==> config.mk <==
export PLATFORM = sky130hd
export DESIGN_NAME = param_stack_unit
export DESIGN_NICKNAME = d
export VERILOG_FILES = /design/src/rtl/param_stack_unit.sv
export SDC_FILE = /design/constraint.sdc
export NUM_CORES = 1
export LEC_CHECK = 0
export BUFFER_PORTS_ARGS = -buffer_cell sky130_fd_sc_hd__buf_2
export CORE_MARGIN = 4
export CORE_UTILIZATION = 50
export CTS_BUF_LIST = sky130_fd_sc_hd__clkbuf_2
export DETAILED_ROUTE_END_ITERATION = 7
export GPL_ROUTABILITY_DRIVEN = 0
export PLACE_DENSITY = 0.69
export REMOVE_ABC_BUFFERS = 1
export SETUP_SLACK_MARGIN = 0.2
export SLEW_MARGIN = 10
export SYNTH_ARGS = -nofsm -noshare
export SYNTH_HDL_FRONTEND = slang
export SYNTH_SLANG_ARGS = --single-unit
==> constraint.sdc <==
create_clock -name clk -period 9 [get_ports clk]
set_clock_uncertainty 0.1 [all_clocks]
set_input_delay 0.9 -clock clk [delete_from_list [all_inputs] [get_ports clk]]
set_output_delay 0.9 -clock clk [all_outputs]
set_load 0.05 [all_outputs]
==> src/rtl/param_stack_unit.sv <==
// -----------------------------------------------------------------------------
// param_stack_unit
//   Parametrised LIFO stack with an internal stack pointer. The controller only
//   issues push/pop commands; the stack keeps its own occupancy count, exposes
//   a registered top-of-stack, a popped-data strobe and sticky error flags.
//
// Parameters
//   WIDTH  data word width
//   DEPTH  number of entries (>= 2)
//   CNT_W  width of count; 2**CNT_W > DEPTH
//
// Ports
//   clk           rising-edge clock
//   reset_button  synchronous active-high reset (dominates all other inputs)
//   push, pop     per-cycle commands (may be asserted together = replace top)
//   val_in        data to push
//   clear_err     clears sticky overflow/underflow (a same-cycle error wins)
//   val_out       registered top of stack, 0 when empty
//   pop_data      value removed by the last accepted pop
//   pop_valid     one-cycle strobe: pop_data updated by an accepted pop
//   count         occupancy 0..DEPTH
//   empty, full   decodes of count
//   overflow      sticky: push attempted while full
//   underflow     sticky: pop attempted while empty
//
// Optional feature (macro STACK_PEEK_EN)
//   peek_en, peek_addr  registered random read of an occupied entry
//   peek_data           mem[peek_addr] if peek_addr < count, else 0
//
// Command semantics: push and pop carry no ready/backpressure. Each is a
// single-cycle command that is always consumed at the clock edge where it is
// high; illegal commands (push while full, pop while empty) are dropped and
// only raise the matching sticky flag. Results appear the cycle after.
// -----------------------------------------------------------------------------
module param_stack_unit #(
  parameter int WIDTH = 8,
  parameter int DEPTH = 32,
  parameter int CNT_W = 6
) (
  input  logic             clk,
  input  logic             reset_button,
  input  logic             push,
  input  logic             pop,
  input  logic [WIDTH-1:0] val_in,
  input  logic             clear_err,
`ifdef STACK_PEEK_EN
  input  logic             peek_en,
  input  logic [CNT_W-1:0] peek_addr,
  output logic [WIDTH-1:0] peek_data,
`endif
  output logic [WIDTH-1:0] val_out,
  output logic [WIDTH-1:0] pop_data,
  output logic             pop_valid,
  output logic [CNT_W-1:0] count,
  output logic             empty,
  output logic             full,
  output logic             overflow,
  output logic             underflow
);

  localparam int AW = (DEPTH > 1) ? $clog2(DEPTH) : 1;

  logic [WIDTH-1:0] mem [DEPTH];
  logic [CNT_W-1:0] cnt;

  logic [AW-1:0] wr_idx;     // next free slot
  logic [AW-1:0] top_idx;    // current top entry
  logic [AW-1:0] below_idx;  // entry under the top (new top after a pop)
  logic [AW-1:0] mem_waddr;
  logic          mem_we;
  logic          ovf_evt;
  logic          unf_evt;

  assign count = cnt;
  assign empty = (cnt == '0);
  assign full  = (cnt == CNT_W'(DEPTH));

  always_comb begin
    wr_idx    = AW'(cnt);
    top_idx   = AW'(cnt - CNT_W'(1));
    below_idx = AW'(cnt - CNT_W'(2));

    // Replace overwrites the top in place; a push+pop on an empty stack
    // degenerates to a plain push into slot 0.
    mem_we    = 1'b0;
    mem_waddr = wr_idx;
    if (push && pop && !empty) begin
      mem_we    = 1'b1;
      mem_waddr = top_idx;
    end else if (push && (pop || !full)) begin
      mem_we    = 1'b1;
      mem_waddr = wr_idx;
    end

    ovf_evt = push && !pop && full;
    unf_evt = pop && empty;
  end

  // Storage is deliberately not reset; count alone defines what is valid.
  always_ff @(posedge clk) begin
    if (!reset_button && mem_we) begin
      mem[mem_waddr] <= val_in;
    end
  end

  always_ff @(posedge clk) begin
    if (reset_button) begin
      cnt       <= '0;
      val_out   <= '0;
      pop_data  <= '0;
      pop_valid <= 1'b0;
      overflow  <= 1'b0;
      underflow <= 1'b0;
    end else begin
      pop_valid <= 1'b0;
      // Set has priority over clear so a coinciding error is never lost.
      overflow  <= ovf_evt | (overflow  & ~clear_err);
      underflow <= unf_evt | (underflow & ~clear_err);

      if (push && pop) begin
        if (!empty) begin
          pop_data  <= mem[top_idx];
          pop_valid <= 1'b1;
          val_out   <= val_in;
        end else begin
          cnt     <= CNT_W'(1);
          val_out <= val_in;
        end
      end else if (push) begin
        if (!full) begin
          cnt     <= cnt + CNT_W'(1);
          val_out <= val_in;
        end
      end else if (pop) begin
        if (!empty) begin
          pop_data  <= mem[top_idx];
          pop_valid <= 1'b1;
          cnt       <= cnt - CNT_W'(1);
          val_out   <= (cnt == CNT_W'(1)) ? '0 : mem[below_idx];
        end
      end
    end
  end

`ifdef STACK_PEEK_EN
  // Reads the pre-edge contents, so a same-cycle push/pop is not visible.
  // peek_addr < cnt also guarantees the index is inside the array.
  always_ff @(posedge clk) begin
    if (reset_button) begin
      peek_data <= '0;
    end else if (peek_en) begin
      peek_data <= (peek_addr < cnt) ? mem[AW'(peek_addr)] : '0;
    end
  end
`endif

endmodule

==> out/metrics.csv <==
metric;value;unit
post-route-drc-count;0;
rows;60;
crit_arrival;5550;ps
synthCells;812;
vias;8605;
synth_compound_area_frac;0.0814;
start_util;0.508;
cpMaxStageDelayCell;nor3_1;
leakage;4.80;nW
yosys_warnings;0;
grt_pass1_vias;8747;
maxCapViolations;0;
final_cell_mix;edfxtp_1, mux4_2, clkbuf_2;
synth_edf_count;256;
power_density;328;nW/um2
final_max_slew_viol_count;0;
drt_iter0_drc;1184;
clk_pin_slew;110;ps
cp_slowest_stage_delay;1050;ps
vdd_drop_max;0.168;mV
syn_area;13600;um2
end_kind;flip-flop;
grt_antenna_before_repair;2;
cts_sinks;281;
slew_headroom;0.159;
fin_crit_sh;0.582;
synth_adder_area_share;0.00642;
synth_top_area_cell;edfxtp_1;
grt_max_degree;61;
synth_cell_type_count;60;
cts_buffer_depth;3;
wl_per_cell;29.1;um
avgViaCountPerCell;6.81;
yosys.area_share.simple;0.0410;
clkLatencyLatePin;860;ps
dr.pass1.iters;5;
htree_levels;3;
period_minus_slack;5240;ps
fmax;191;MHz
cp_cell_sequence;inv_1 > ha_4 > buf_4 > mux2_2 > nand3_1 > nor3_1;
tritoncts;yes;
dieArea;30000;um2
hold_buffers;0;
fin_setup_tns;0;ps
rsz0062_at_grt;no;
synth_mux_area_frac;0.239;
dpl_cell_area;14100;um2
port_buffers;39;
synth_ff_type;edfxtp_1;
stdcell_area;14800;um2
dp_hpwl;24300;um
cts-root-buf;clkbuf_2;
ys_ff_latch;281;
post-cts-setup-buffers;0;
coreArea;26900;um2
status;finished clean;
grt_pass1_wl;55400;um
synthTopCellsByArea;edfxtp_1, mux4_2, mux2i_1;
ant_nets;0;
startpoint_type;flip-flop;
post_cts_resized;0;
layout.nets;894;
io_pins;40;
area_growth;8.16;%
cp.required;9310;ps
die_w;173;um
synthArstFlopShare;0;
worstMarginPinSlew;1250;ps
synth-seq-area-share;0.600;
finalHoldViolations;0;
synth_xor_area_frac;0.00514;
avgSynthCellArea;16.8;um2
final_common_cell;edfxtp_1;
grtUsageTotal;0.246;
die_h;173;um
drive_gt1_frac;0.343;
crit_type;flip-flop to flip-flop;
yosysTopAreaCellShare;0.563;
cts_buffers;69;
finalSetupViolCount;0;
synth_top_family_by_area;multiplexers;
grt_overflow;0;
routed_wl;36800;um
hold_class;input port to flip-flop;
cp_max_fo;60;
-- report_power, final --
part / internal, mW / switching (mW) / total (mW) / leakage [nW]
clock network: 0.357 / 0.501 / 0.859 / 0.489
registers: 1.49 / 0.0986 / 1.59 / 2.51
logic: 0.962 / 1.42 / 2.39 / 1.80
-- cell type report --
| class | count | area, um2 |
|---|---|---|
| fillers | 2119 | 12100 |
| flip-flops and latches | 281 | 8190 |
| inverters | 10 | 37.5 |
| multi-input cells | 458 | 5160 |
| repair buffers | 54 | 308 |
| diodes | 2 | 5.00 |
| clock buffers | 102 | 510 |
| well taps | 341 | 427 |
| clock inverters | 16 | 116 |
-- worst paths after layout --
path	start	end	slack, ps	depth (start not counted)
hold reg to reg	underflow	underflow	370	2
setup reg to reg	count[0]	mem[0][0]	3760	6
setup / recovery	count[0]	mem[0][0]	3760	6
hold / removal	clear_err	underflow	230	4
-- stage by stage --
| step | utilization | power [mW] | setup slack [ps] | hold WS (ps) | std cells |
|---|---|---|---|---|---|
| 2_1_floorplan | - | 3.36 | -2040 | 565 | 749 |
| 3_3_place_gp | 0.524 | 3.92 | 3990 | 342 | 1144 |
| 3_5_place_dp | 0.525 | 3.97 | 3810 | 358 | 1144 |
| 4_1_cts | 0.548 | 4.82 | 3740 | 209 | 1262 |
| 5_1_grt | 0.549 | 5.05 | 3410 | 198 | 1264 |
| 6_report | 0.549 | 4.84 | 3760 | 233 | 1264 |
-- state kept, by name (all words and copies together) (netlist names) --
signal	flops
pop_data	8
mem	256
overflow	1
underflow	1
val_out	8
count	6
pop_valid	1
-- cells by family (layout without fill, tap and decap cells) --
kind of cell    after synthesis  in the layout
buf+inv                      73            182
simple gates                108            108
mux                         190            190
flops                       281            281
compound gates              145            145
xor+xnor                      8              8
fa+ha+maj                     7              7
other cells                   0              2
-- layer usage --
layer | GRT usage | vias to the layer above | share of wire
met4 | 0.102 | 2 | 0.040
met1 | 0.322 | 4422 | 0.38
met3 | 0.0582 | 87 | 0.092
li1 | - | 3566 | -
met5 | 0 | - | 0.00035
met2 | 0.399 | 528 | 0.49
-- worst max-delay path: cells and delay by family (launching register included) --
family | cells | cell delay, ps
AND/OR/NAND/NOR | 2 | 1450
buffers and inverters | 2 | 1110
flip-flops | 1 | 1020
adder cells (fa/ha/maj) | 1 | 720
multiplexers | 1 | 320
-- Yosys cell counts, types with 6 or more instances --
master / number
o21bai_1: 14
clkbuf_1: 24
a221oi_1: 30
inv_1: 10
mux2i_1: 65
mux2_2: 17
nor3_1: 12
mux4_2: 104
a21o_1: 6
o22ai_1: 9
o31ai_1: 10
edfxtp_1: 256
buf_4: 7
buf_2: 25
nor3b_1: 9
nand2b_1: 7
a22oi_1: 12
a21oi_1: 18
nand2_1: 15
dfxtp_1: 25
ha_1: 7
nor2_1: 39
(Power assumes the default switching activity.)
